**config.mk**
```make
export PLATFORM = sky130hd
export DESIGN_NAME = rd_modport_fifo
export DESIGN_NICKNAME = d
export VERILOG_FILES = /design/src/rtl/rd_modport_fifo.sv
export SDC_FILE = /design/constraint.sdc
export NUM_CORES = 1
export LEC_CHECK = 0
export CAP_MARGIN = 20
export CORE_ASPECT_RATIO = 0.9
export CORE_MARGIN = 4
export CORE_UTILIZATION = 40
export CTS_BUF_LIST = sky130_fd_sc_hd__clkbuf_2
export DETAILED_ROUTE_END_ITERATION = 10
export PLACE_DENSITY = 0.65
export SETUP_SLACK_MARGIN = 0.5
export SLEW_MARGIN = 10
export SYNTH_ARGS = -nofsm -noshare
export SYNTH_HDL_FRONTEND = slang
export SYNTH_SLANG_ARGS = --single-unit
export TNS_END_PERCENT = 50
```
**constraint.sdc**
```tcl
create_clock -name rclk -period 4.5 [get_ports rclk]
set_input_delay 1.125 -clock rclk [delete_from_list [all_inputs] [get_ports rclk]]
set_output_delay 1.125 -clock rclk [all_outputs]
set_load 0.03 [all_outputs]
```
**src/rtl/rd_modport_fifo.sv**
```systemverilog
// Single-clock FIFO carrying the read-side status set (level, almost-empty, underflow,
// read count) plus a minimal write port so the storage can be filled.
module rd_modport_fifo #(
    parameter int DATA_WIDTH = 32,
    parameter int ADDR_WIDTH = 5
) (
    input  logic                  rclk,
    input  logic                  hw_rst_n,
    input  logic                  sw_rst,
    input  logic                  write_enable,
    input  logic [DATA_WIDTH-1:0] write_data,
    output logic                  wfull,
    output logic                  overflow,
    input  logic                  read_enable,
    input  logic [ADDR_WIDTH-1:0] aempty_value,
    output logic [DATA_WIDTH-1:0] read_data,
    output logic                  rdempty,
    output logic                  rd_almost_empty,
    output logic                  underflow,
    output logic [ADDR_WIDTH:0]   fifo_read_count,
    output logic [ADDR_WIDTH:0]   rd_level
);
    localparam int DEPTH = 2 ** ADDR_WIDTH;
    localparam int CW    = ADDR_WIDTH + 1;

    logic [DATA_WIDTH-1:0] mem [DEPTH];
    logic [CW-1:0]         wr_ptr, rd_ptr;
    logic                  push_ok, pop_ok;

    // All flags come from the registered level so they move on the same edge as rd_level.
    assign wfull           = (rd_level == CW'(DEPTH));
    assign rdempty         = (rd_level == '0);
    assign rd_almost_empty = (rd_level <= {1'b0, aempty_value});
    assign push_ok         = write_enable && !wfull;
    assign pop_ok          = read_enable && !rdempty;

    // Storage is never cleared; a soft reset only suppresses the write.
    always_ff @(posedge rclk) begin
        if (push_ok && !sw_rst)
            mem[wr_ptr[ADDR_WIDTH-1:0]] <= write_data;
    end

    always_ff @(posedge rclk or negedge hw_rst_n) begin
        if (!hw_rst_n) begin
            wr_ptr          <= '0;
            rd_ptr          <= '0;
            rd_level        <= '0;
            fifo_read_count <= '0;
            read_data       <= '0;
            underflow       <= 1'b0;
            overflow        <= 1'b0;
        end else if (sw_rst) begin
            wr_ptr          <= '0;
            rd_ptr          <= '0;
            rd_level        <= '0;
            fifo_read_count <= '0;
            read_data       <= '0;
            underflow       <= 1'b0;
            overflow        <= 1'b0;
        end else begin
            underflow <= read_enable && rdempty;
            overflow  <= write_enable && wfull;
            if (push_ok)
                wr_ptr <= wr_ptr + CW'(1);
            if (pop_ok) begin
                read_data       <= mem[rd_ptr[ADDR_WIDTH-1:0]];
                rd_ptr          <= rd_ptr + CW'(1);
                fifo_read_count <= fifo_read_count + CW'(1);
            end
            // Simultaneous accepted push and pop leave the level unchanged.
            case ({push_ok, pop_ok})
                2'b10:   rd_level <= rd_level + CW'(1);
                2'b01:   rd_level <= rd_level - CW'(1);
                default: rd_level <= rd_level;
            endcase
        end
    end
endmodule

```
==> results of run 1 <==
==> cell usage in the layout, fill, tap and decap left out, drive strengths merged, types with 3 or more instances in the layout <==
master	instances
edfxtp	1024
clkbuf	401
mux4	256
buf	110
o22ai	96
clkdlybuf4s50	73
nor2	61
dfrtp	56
clkinv	38
nor3	35
a32o	33
o22a	32
nand2	17
ha	14
inv	14
a21oi	10
xor2	9
nand3b	7
nand4	6
o21ai	6
xnor2	5
nand2b	5
or3	5
diode	4
mux2i	4
or3b	4
nand3	3
==> metrics by stage <==
step                      total power, mW  cell area, sq um  utilization  std cells  hold slack, ns
final                                22.0             46700        0.464       3696           0.224
after global routing                 23.1             46700        0.464       3693           0.124
after CTS                            22.3             46600        0.462       3680          0.0232
after detailed placement             16.2             44300        0.440       3231           0.489
after global placement               16.1             44200        0.439       3227           0.479
after floorplan                      14.8             40900            -       1827           0.579
==> sequential cells by signal, summed over array words and instances, names as in the netlist <==
register,flops
fifo_read_count,6
rd_level,6
wr_ptr,5
mem,1024
read_data,32
overflow,1
rd_ptr,5
underflow,1
==> cell families (layout without fill, tap and decap cells) <==
logic type | Yosys count | count (layout)
AOI/OAI and AO/OA | 191 | 191
muxes | 260 | 260
buffers and inverters | 118 | 639
and+or+nand+nor | 150 | 150
xor gates and xnor gates | 14 | 14
other | 0 | 4
DFF | 1080 | 1080
adders and majority gates | 14 | 14
==> path summary, 6_finish.rpt <==
path	start	to	slack, ns	cells after the start
worst max-delay path	rd_level[0]	wfull	0.37	4
worst min-delay path	hw_rst_n	fifo_read_count[5]	0.22	2
worst max register to register	rd_level[0]	rd_level[4]	1.48	9
worst min register to register	read_data[0]	read_data[0]	0.50	1
max in group asynchronous	hw_rst_n	read_data[13]	3.38	4
min in group rclk	write_data[17]	mem[5][17]	0.29	1
==> metal layers <==
layer | GRT usage | share of wire | vias to the layer above
met5 | 0 | 0.00050 | -
met4 | 0.0460 | 0.012 | 8
met3 | 0.0554 | 0.11 | 118
met2 | 0.278 | 0.48 | 1006
met1 | 0.243 | 0.40 | 10800
li1 | - | - | 8660
==> report_power, final <==
group	switching (mW)	leakage, nW	internal [mW]	total (mW)
clock network	3.63	1.78	2.40	6.03
registers	0.255	9.96	11.2	11.4
logic	2.24	3.12	2.30	4.54
total	6.13	14.9	15.9	22.0
==> area by class of cell <==
type,instances,share of cell area
Clock inverter,44,0.00428
Tap cell,1344,0.0360
Sequential cell,1080,0.688
Inverter,9,0.000723
Antenna cell,4,0.000214
Timing Repair Buffer,185,0.0452
Multi-Input combinational cell,629,0.183
Clock buffer,401,0.0429
==> critical path: stages, from the launching register on <==
cell and delay, ns:
dfrtp_2 0.49, or4_4 0.59, or3b_4 0.41, inv_2 0.09
buf_6 0.13
==> what timing repair did <==
action / 4_1_cts / 5_1_grt
setup buffers: 3 / 0
hold buffers: 1 / 0
resized for setup: 20 / 1
hold endpoints to repair: 40 / 0
setup endpoints to repair: 4 / 3
pin swaps: 3 / 0
==> impl_metrics.csv, run 1 <==
group,metric,value,unit
die,die_area,0.107,sq mm
synthesis,syn_inst,1827,
sta,worst_pin_slew,1.02,ns
cts,clk_latency,1.40,ns
route,dr.pass1.iters,5,
cts,cts_buffers,281,
power_and_ir_drop,p_leak,14.9,nW
status,status,"finished clean",
synthesis,synth_fa_ha_area_frac,0.00428,
setup_path,required,3.38,ns
synthesis,synth_xor_area_frac,0.00300,
setup_path,path_max_fanout,10,
synthesis,synth_compound_area_frac,0.0347,
synthesis,yosys.area.top_type,"edfxtp_1",
synthesis,synth_edf_count,1024,
synthesis,async_flop_share,0.0519,
die,core_area,0.101,sq mm
cts,htree_num_levels,5,
synthesis,yosysUniqueCellTypes,47,
synthesis,synth_nets,1883,
cts,cts_buffer_depth,4,
sta,setup_viol,0,
route,drt_iter0_markers,2036,
global_routing,grt_pass1_vias,21700,
synthesis,ys_ff_latch,1080,
final_layout,fill_cells,8418,
final_layout,multiInputGateArea,0.00854,sq mm
sta,finalCriticalPeriod,4.13,ns
route,drtAntennaViolNets,0,
sta,drv_slew,0,
cts,cts_root_buffer,"clkbuf_2",
worst_hold_path,min_path_type,"in -> async",
final_layout,finalNetCount,2242,
final_layout,area_growth,14.3,%
synthesis,synth_most_common_cell,"edfxtp_1",
sta,final.setup.tns,0,ns
sta,rsz0062_at_grt,"true",
setup_path,cp-end-kind,"output port",
synthesis,yosys-top-cells-count,"edfxtp_1, mux4_2, o22ai_1",
setup_path,critPathArrivalTime,3.01,ns
setup_path,crit_type,"reg -> out",
sta,fin_ws,0.365,ns
synthesis,syn_area_per_cell,22.4,sq um
place,gp_congestion,0.779,
final_layout,drive_above_1_share,0.356,
global_routing,grtUsageTotal,0.177,
sta,skew,0.133,ns
place,port_buffers,90,
die,initial_utilization,0.406,
cts,cts_tree,"done",
die,die_y,311,um
synthesis,synth_top_flop_cell,"edfxtp_1",
route,wl_per_cell,25.9,um
synthesis,ys_seq_area_frac,0.786,
synthesis,syn_area,0.0409,sq mm
power_and_ir_drop,p_per_area,471,mW/mm^2
sta,slew_headroom,0.316,
synthesis,yosysTopAreaCellShare,0.752,
sta,fin_crit_sh,0.919,
place,place_ws,0.422,ns
global_routing,grt_pass1_wl,141000,um
global_routing,antenna_found_initial,9,
job,maxCapViolations,0,
cts,cts.clk_slew.worst_paths,0.11,ns
route,drc_errors,0,
die,ios,91,
route,vias,20600,
route,wl,95800,um
synthesis,ys.warnings.count,0,
global_routing,grt_max_degree,99,
setup_path,start_kind,"register",
synthesis,muxShareOfSynthArea,0.142,
die,dieWidth,345,um
synthesis,synthSimpleGateAreaFrac,0.0177,
final_layout,seqCellArea,0.0322,sq mm
synthesis,synth_top_family_by_area,"multiplexers",
global_routing,grt_overflow,0,
die,rows,110,
route,via_per_inst,5.58,
power_and_ir_drop,ir_drop,232,uV
sta,finalHoldViolations,0,
cts,clock_sinks,1080,
place,hpwl,54700,um
synthesis,synth.area.top_cells,"edfxtp_1, mux4_2, dfrtp_1, o22ai_1, a32o_1",
sta,max_freq,242,MHz
Power figures use the tool's default switching activity.
==> run 2: changes to the inputs <==
--- a/config.mk
+++ b/config.mk
@@ -10,6 +10,6 @@
 export CORE_MARGIN = 4
-export CORE_UTILIZATION = 40
+export CORE_UTILIZATION = 59
 export CTS_BUF_LIST = sky130_fd_sc_hd__clkbuf_2
 export DETAILED_ROUTE_END_ITERATION = 10
-export PLACE_DENSITY = 0.65
+export PLACE_DENSITY = 0.86
 export SETUP_SLACK_MARGIN = 0.5
==> constraint.sdc (replaced) <==
create_clock -name rclk -period 4.5 [get_ports rclk]
set_input_delay 0.45 -clock rclk [delete_from_list [all_inputs] [get_ports rclk]]
set_output_delay 0.45 -clock rclk [all_outputs]
set_load 0.03 [all_outputs]
==> run 2 against run 1 <==
  * Final cell count is 11% lower
  * Wire length increased by 2.8%
  * Global-route usage increased by 9.5 points
  * Sequential share of layout area increased by 1.0 points
  * Final area shrank 1.5%
  * Total power is 0.23% lower
  * Via count grew 3.9%
  * Worst hold slack worse by 0.11 ns
  * Sequential cell count unchanged
  * Non-clock buffer count up 34
  * Register-to-register slack got worse by 0.52 ns
  * Critical path type unchanged
  * Largest cell class unchanged
  * Highest routed layer is now met4
==> impl_metrics.csv, run 2 (synthesis results as in run 1) <==
group,metric,value,unit
status,status,"finished clean",
cts,clock_sinks,1080,
final_layout,drive_above_1_share,0.332,
route,wl_per_cell,30.0,um
final_layout,final_cell_area,0.0461,sq mm
final_layout,stdcell_count,3286,
die,core_area,0.0685,sq mm
die,initial_utilization,0.597,
place,hpwl,58500,um
setup_path,critPathArrivalTime,3.49,ns
place,port_buffers,90,
final_layout,final_common_cell,"edfxtp_1",
die,dieWidth,286,um
route,dr.pass1.iters,5,
cts,htree_num_levels,4,
route,via_per_inst,6.51,
setup_path,critPathLaunch,"rd_level[1]",
sta,max_freq,254,MHz
place,gp_congestion,0.881,
final_layout,layout_common_cells,"edfxtp_1, clkbuf_2, mux4_2",
setup_path,crit_type,"reg -> out",
global_routing,grt_pass1_vias,21900,
sta,finalCriticalPeriod,3.94,ns
route,drt_iter0_markers,3191,
global_routing,grt_max_degree,65,
setup_path,start_kind,"register",
sta,skew,0.0900,ns
global_routing,grtUsageTotal,0.272,
worst_hold_path,min_from,"write_data[19]",
setup_path,path_max_fanout,11,
sta,setup_viol,0,
power_and_ir_drop,p_per_area,477,mW/mm^2
route,drc_errors,0,
global_routing,grt_overflow,0,
cts,cts_root_buffer,"clkbuf_2",
setup_path,r2r_slack,0.96,ns
sta,slew_headroom,0.282,
sta,fin_crit_sh,0.875,
power_and_ir_drop,p_leak,14.7,nW
final_layout,multiInputGateArea,0.00851,sq mm
power_and_ir_drop,ir_drop,309,uV
sta,hold_slack,0.112,ns
setup_path,r2r-end,"mem[18][14]",
die,rows,91,
sta,finalHoldViolations,0,
final_layout,largest_reg_flops,1024,
route,wl,98500,um
final_layout,area_growth,12.6,%
place,dpl_cell_area,0.0435,sq mm
route,vias,21400,
setup_path,required,4.05,ns
final_layout,fill_cells,4201,
setup_path,r2r-start,"rd_level[2]",
route,drtAntennaViolNets,0,
final_layout,finalNetCount,2225,
final_layout,seqCellArea,0.0322,sq mm
die,die_area,0.0736,sq mm
sta,rsz0062_at_grt,"true",
cts,cts_tree,"done",
setup_path,reg2regPathDepth,7,
global_routing,grt_pass1_wl,145000,um
place,placed_cells,2828,
worst_hold_path,min_path_type,"in -> reg",
cts,clk_latency,1.48,ns
cts,cts.clk_slew.worst_paths,0.11,ns
global_routing,antenna_found_initial,5,
sta,worst_pin_slew,1.08,ns
sta,final.setup.tns,0,ns
cts,cts_buffer_depth,3,
setup_path,cp-end-kind,"output port",
cts,cts_buffers,230,
worst_hold_path,min_to,"mem[18][19]",
job,maxCapViolations,0,
sta,drv_slew,0,
worst_hold_path,holdPathStages,2,
die,die_y,258,um
die,ios,91,
[run 2: cell count changes in the layout (fill, tap and decap cells not counted), sizes merged, moves of 3 or more]
cell	previous run	this run
bufinv	1	4
clkinvlp	0	3
buf	110	99
dlygate4sd3	1	37
clkbuf	401	362
clkdlybuf4s50	73	78
clkinv	38	43
[run 2: final cells by class]
cell class	instances	share of cell area
well taps	930	0.0253
multi-input cells	629	0.185
repair buffers	219	0.0444
clock inverters	55	0.00733
diodes	5	0.000272
flip-flops and latches	1080	0.698
inverters	9	0.000733
clock buffers	359	0.0390
[run 2: power by group]
part	total [mW]	internal [mW]	switching, mW
sequential	11.4	11.2	0.267
combinational	4.56	2.24	2.32
clock	5.95	2.34	3.61
[run 2: worst max path at each step]
stage	end	slack [ns]	cells past startpoint
detailed placement	mem[18][10]	0.94	6
finish	rd_almost_empty	0.56	8
floorplan	mem[29][0]	0.93	8
CTS	wfull	0.38	4
global route	rd_almost_empty	0.42	8
global placement	mem[18][11]	1.10	6
[run 2: metal layers]
metal / routed length, um / share of wire / vias up / track usage
met3: 14000 / 0.14 / 211 / 0.0840
met2: 47800 / 0.49 / 1677 / 0.419
met4: 2570 / 0.026 / 0 / 0.0872
li1: - / - / 8614 / -
met1: 34200 / 0.35 / 10900 / 0.381
met5: 0 / 0 / - / 0
[run 2: stage by stage]
stage	setup WS, ns	util	power (mW)
2_1_floorplan	0.933	-	14.8
3_3_place_gp	1.10	0.635	16.1
3_5_place_dp	0.940	0.635	16.2
4_1_cts	0.383	0.671	22.1
5_1_grt	0.425	0.672	22.9
6_report	0.561	0.672	21.9
[run 2: worst max-delay path: stages (launching register included)]
cell and delay, ns:
dfrtp_2 0.50, ha_1 0.31, nor2b_1 0.14, o21a_1 0.16
o21a_1 0.16, o21ai_0 0.18, nand2b_1 0.07, a21oi_1 0.16
clkdlybuf4s15_1 0.39
[run 2: timing repair]
action	in CTS	in global routing
endpoints found under the hold margin	723	263
buffers inserted	0	0
endpoints found under the setup margin	3	2
resized for setup	5	3
hold buffers	28	9
==> run 3: changes to the inputs <==
- TNS_END_PERCENT: 50 -> 100
==> run 3 against run 2 <==
  * Wire length hardly changed
  * Register-to-register slack better by 0.03 ns
  * Fmax is 2.7% higher
  * Count of clock-buffer cells in the layout stayed put
  * Sequential power hardly changed
  * Total power hardly changed
  * Setup slack better by 0.10 ns
  * Critical path type unchanged
==> impl_metrics.csv, run 3 (synthesis results as in run 1) <==
group,metric,value,unit
status,status,"finished clean",
global_routing,grtUsageTotal,0.272,
power_and_ir_drop,p_sw_frac,0.282,
job,maxCapViolations,0,
sta,rsz0062_at_grt,"false",
cts,cts_setup_buffers,0,
route,wl_met3,14000,um
setup_path,cp_num_buf_inv,2,
setup_path,path_max_fanout,10,
sta,slew_headroom,0.282,
setup_path,start_kind,"register",
final_layout,largest_reg_flops,1024,
place,gp_congestion,0.881,
power_and_ir_drop,p_comb_frac,0.207,
cts,cts_buffers,230,
sta,worst_pin_slew,1.08,ns
setup_path,cp_slowest_cell,"or4_1",
die,ios,91,
sta,final.setup.tns,0,ns
cts,htree_num_levels,4,
sta,skew,0.0916,ns
final_layout,fill_cells,4202,
route,wl_per_cell,29.9,um
route,via_per_inst,6.51,
setup_path,critPathArrivalTime,3.39,ns
global_routing,grt_pass1_wl,145000,um
cts,clock_sinks,1080,
final_layout,final_common_cell,"edfxtp_1",
global_routing,grt_overflow,0,
die,core_area,0.0685,sq mm
sta,fin_crit_sh,0.853,
cts,cts_tree,"done",
setup_path,crit_family,"simple AND/OR/NAND/NOR gates",
setup_path,cp-end-kind,"output port",
cts,cts.clk_slew.worst_paths,0.11,ns
place,hpwl,58500,um
sta,finalCriticalPeriod,3.84,ns
route,route.met2.wl,47700,um
global_routing,grt_pass1_vias,21900,
route,vias,21400,
power_and_ir_drop,p_clk_frac,0.271,
global_routing,antenna_found_initial,5,
cts,cts_root_buffer,"clkbuf_2",
setup_path,required,4.05,ns
die,die_area,0.0736,sq mm
route,wl,98400,um
route,m1WireLength,34100,um
final_layout,area_growth,12.6,%
power_and_ir_drop,ir_drop,309,uV
sta,fin_ws,0.664,ns
power_and_ir_drop,power.internal,15.7,mW
final_layout,finalNetCount,2225,
die,dieWidth,286,um
route,dr.pass1.iters,6,
final_layout,final_cell_area,0.0461,sq mm
sta,setup_viol,0,
worst_hold_path,min_path_type,"in -> reg",
die,initial_utilization,0.597,
sta,max_freq,261,MHz
power_and_ir_drop,p_switching,6.20,mW
route,dr.max_layer_used,"met4",
final_layout,layout_common_cells,"edfxtp_1, clkbuf_2, mux4_2",
sta,drv_slew,0,
route,drtAntennaViolNets,0,
setup_path,worstPathCellList,"or4_1, or3b_1, inv_1, clkbuf_2",
route,drc_errors,0,
cts,clk_latency,1.48,ns
route,drt_iter0_markers,3191,
place,place_ws,0.940,ns
global_routing,grt_max_degree,65,
place,dpl_cell_area,0.0435,sq mm
setup_path,max_stage_delay,0.69,ns
final_layout,drive_above_1_share,0.333,
setup_path,crit_type,"reg -> out",
power_and_ir_drop,total_power,21.9,mW
power_and_ir_drop,p_per_area,476,mW/mm^2
cts,cts_buffer_depth,3,
sta,finalHoldViolations,0,
place,port_buffers,90,
power_and_ir_drop,pwr-share-seq,0.521,
die,rows,91,
power_and_ir_drop,p_leak,14.7,nW
die,die_y,258,um
## run 3: cell types whose count changed in the layout (fill, tap and decap cells not counted)
| cell | before | now |
|---|---|---|
| buf_2 | 8 | 9 |
| clkdlybuf4s15_1 | 1 | 0 |
## run 3: layer usage
layer | up-vias | track usage
met3 | 206 | 0.0840
met2 | 1685 | 0.419
met1 | 10900 | 0.381
met5 | - | 0
li1 | 8611 | -
met4 | 0 | 0.0872
## run 3: stage by stage
stage | hold slack [ns] | util | instances
5_1_grt | 0.0675 | 0.672 | 3285
4_1_cts | 0.0668 | 0.671 | 3270
3_3_place_gp | 0.479 | 0.635 | 2828
6_report | 0.115 | 0.672 | 3286
3_5_place_dp | 0.481 | 0.635 | 2828
2_1_floorplan | 0.154 | - | 1827
## run 3: final cells by class
| cell class | instances | area, sq um | area share |
|---|---|---|---|
| repair buffers | 219 | 2040 | 0.0443 |
| clock buffers | 359 | 1800 | 0.0390 |
| flip-flops and latches | 1080 | 32200 | 0.698 |
| diodes | 5 | 12.5 | 0.000272 |
| multi-input cells | 629 | 8510 | 0.185 |
| clock inverters | 55 | 338 | 0.00733 |
| well taps | 930 | 1160 | 0.0253 |
| inverters | 9 | 33.8 | 0.000733 |
## run 3: final timing paths
check	start	end	slack (ns)	depth (start not counted)
max	rd_level[0]	wfull	0.66	4
max in group asynchronous	hw_rst_n	rd_ptr[1]	3.59	4
max reg2reg	rd_level[2]	mem[18][14]	0.99	7
min in group asynchronous	hw_rst_n	wr_ptr[2]	0.28	4
min	write_data[19]	mem[18][19]	0.11	2
min reg2reg	read_data[4]	read_data[4]	0.50	1
## run 3: what timing repair did
item / 4_1_cts / 5_1_grt
hold buffers: 28 / 9
endpoints found under the hold margin: 723 / 263
pin swaps: 0 / 0
gates resized for setup: 7 / 4
setup endpoints to repair: 3 / 2
## run 3: power groups by stage
| stage | Clock (mW) | Combinational [mW] | Sequential (mW) |
|---|---|---|---|
| floorplan | 0 | 3.08 | 11.7 |
| global placement | 0 | 4.42 | 11.6 |
| detailed placement | 0 | 4.55 | 11.7 |
| CTS | 6.04 | 4.59 | 11.4 |
| global route | 6.63 | 4.82 | 11.5 |
| finish | 5.95 | 4.55 | 11.4 |
## run 3: worst reg2reg max path: stages, from the launching register on
cell and delay [ns]:
dfrtp_1 0.57, or4_1 0.32, or3b_1 0.20, inv_1 0.08, nor2_1 0.40, nand2_1 0.66, nor2_4 0.55, buf_4 0.39
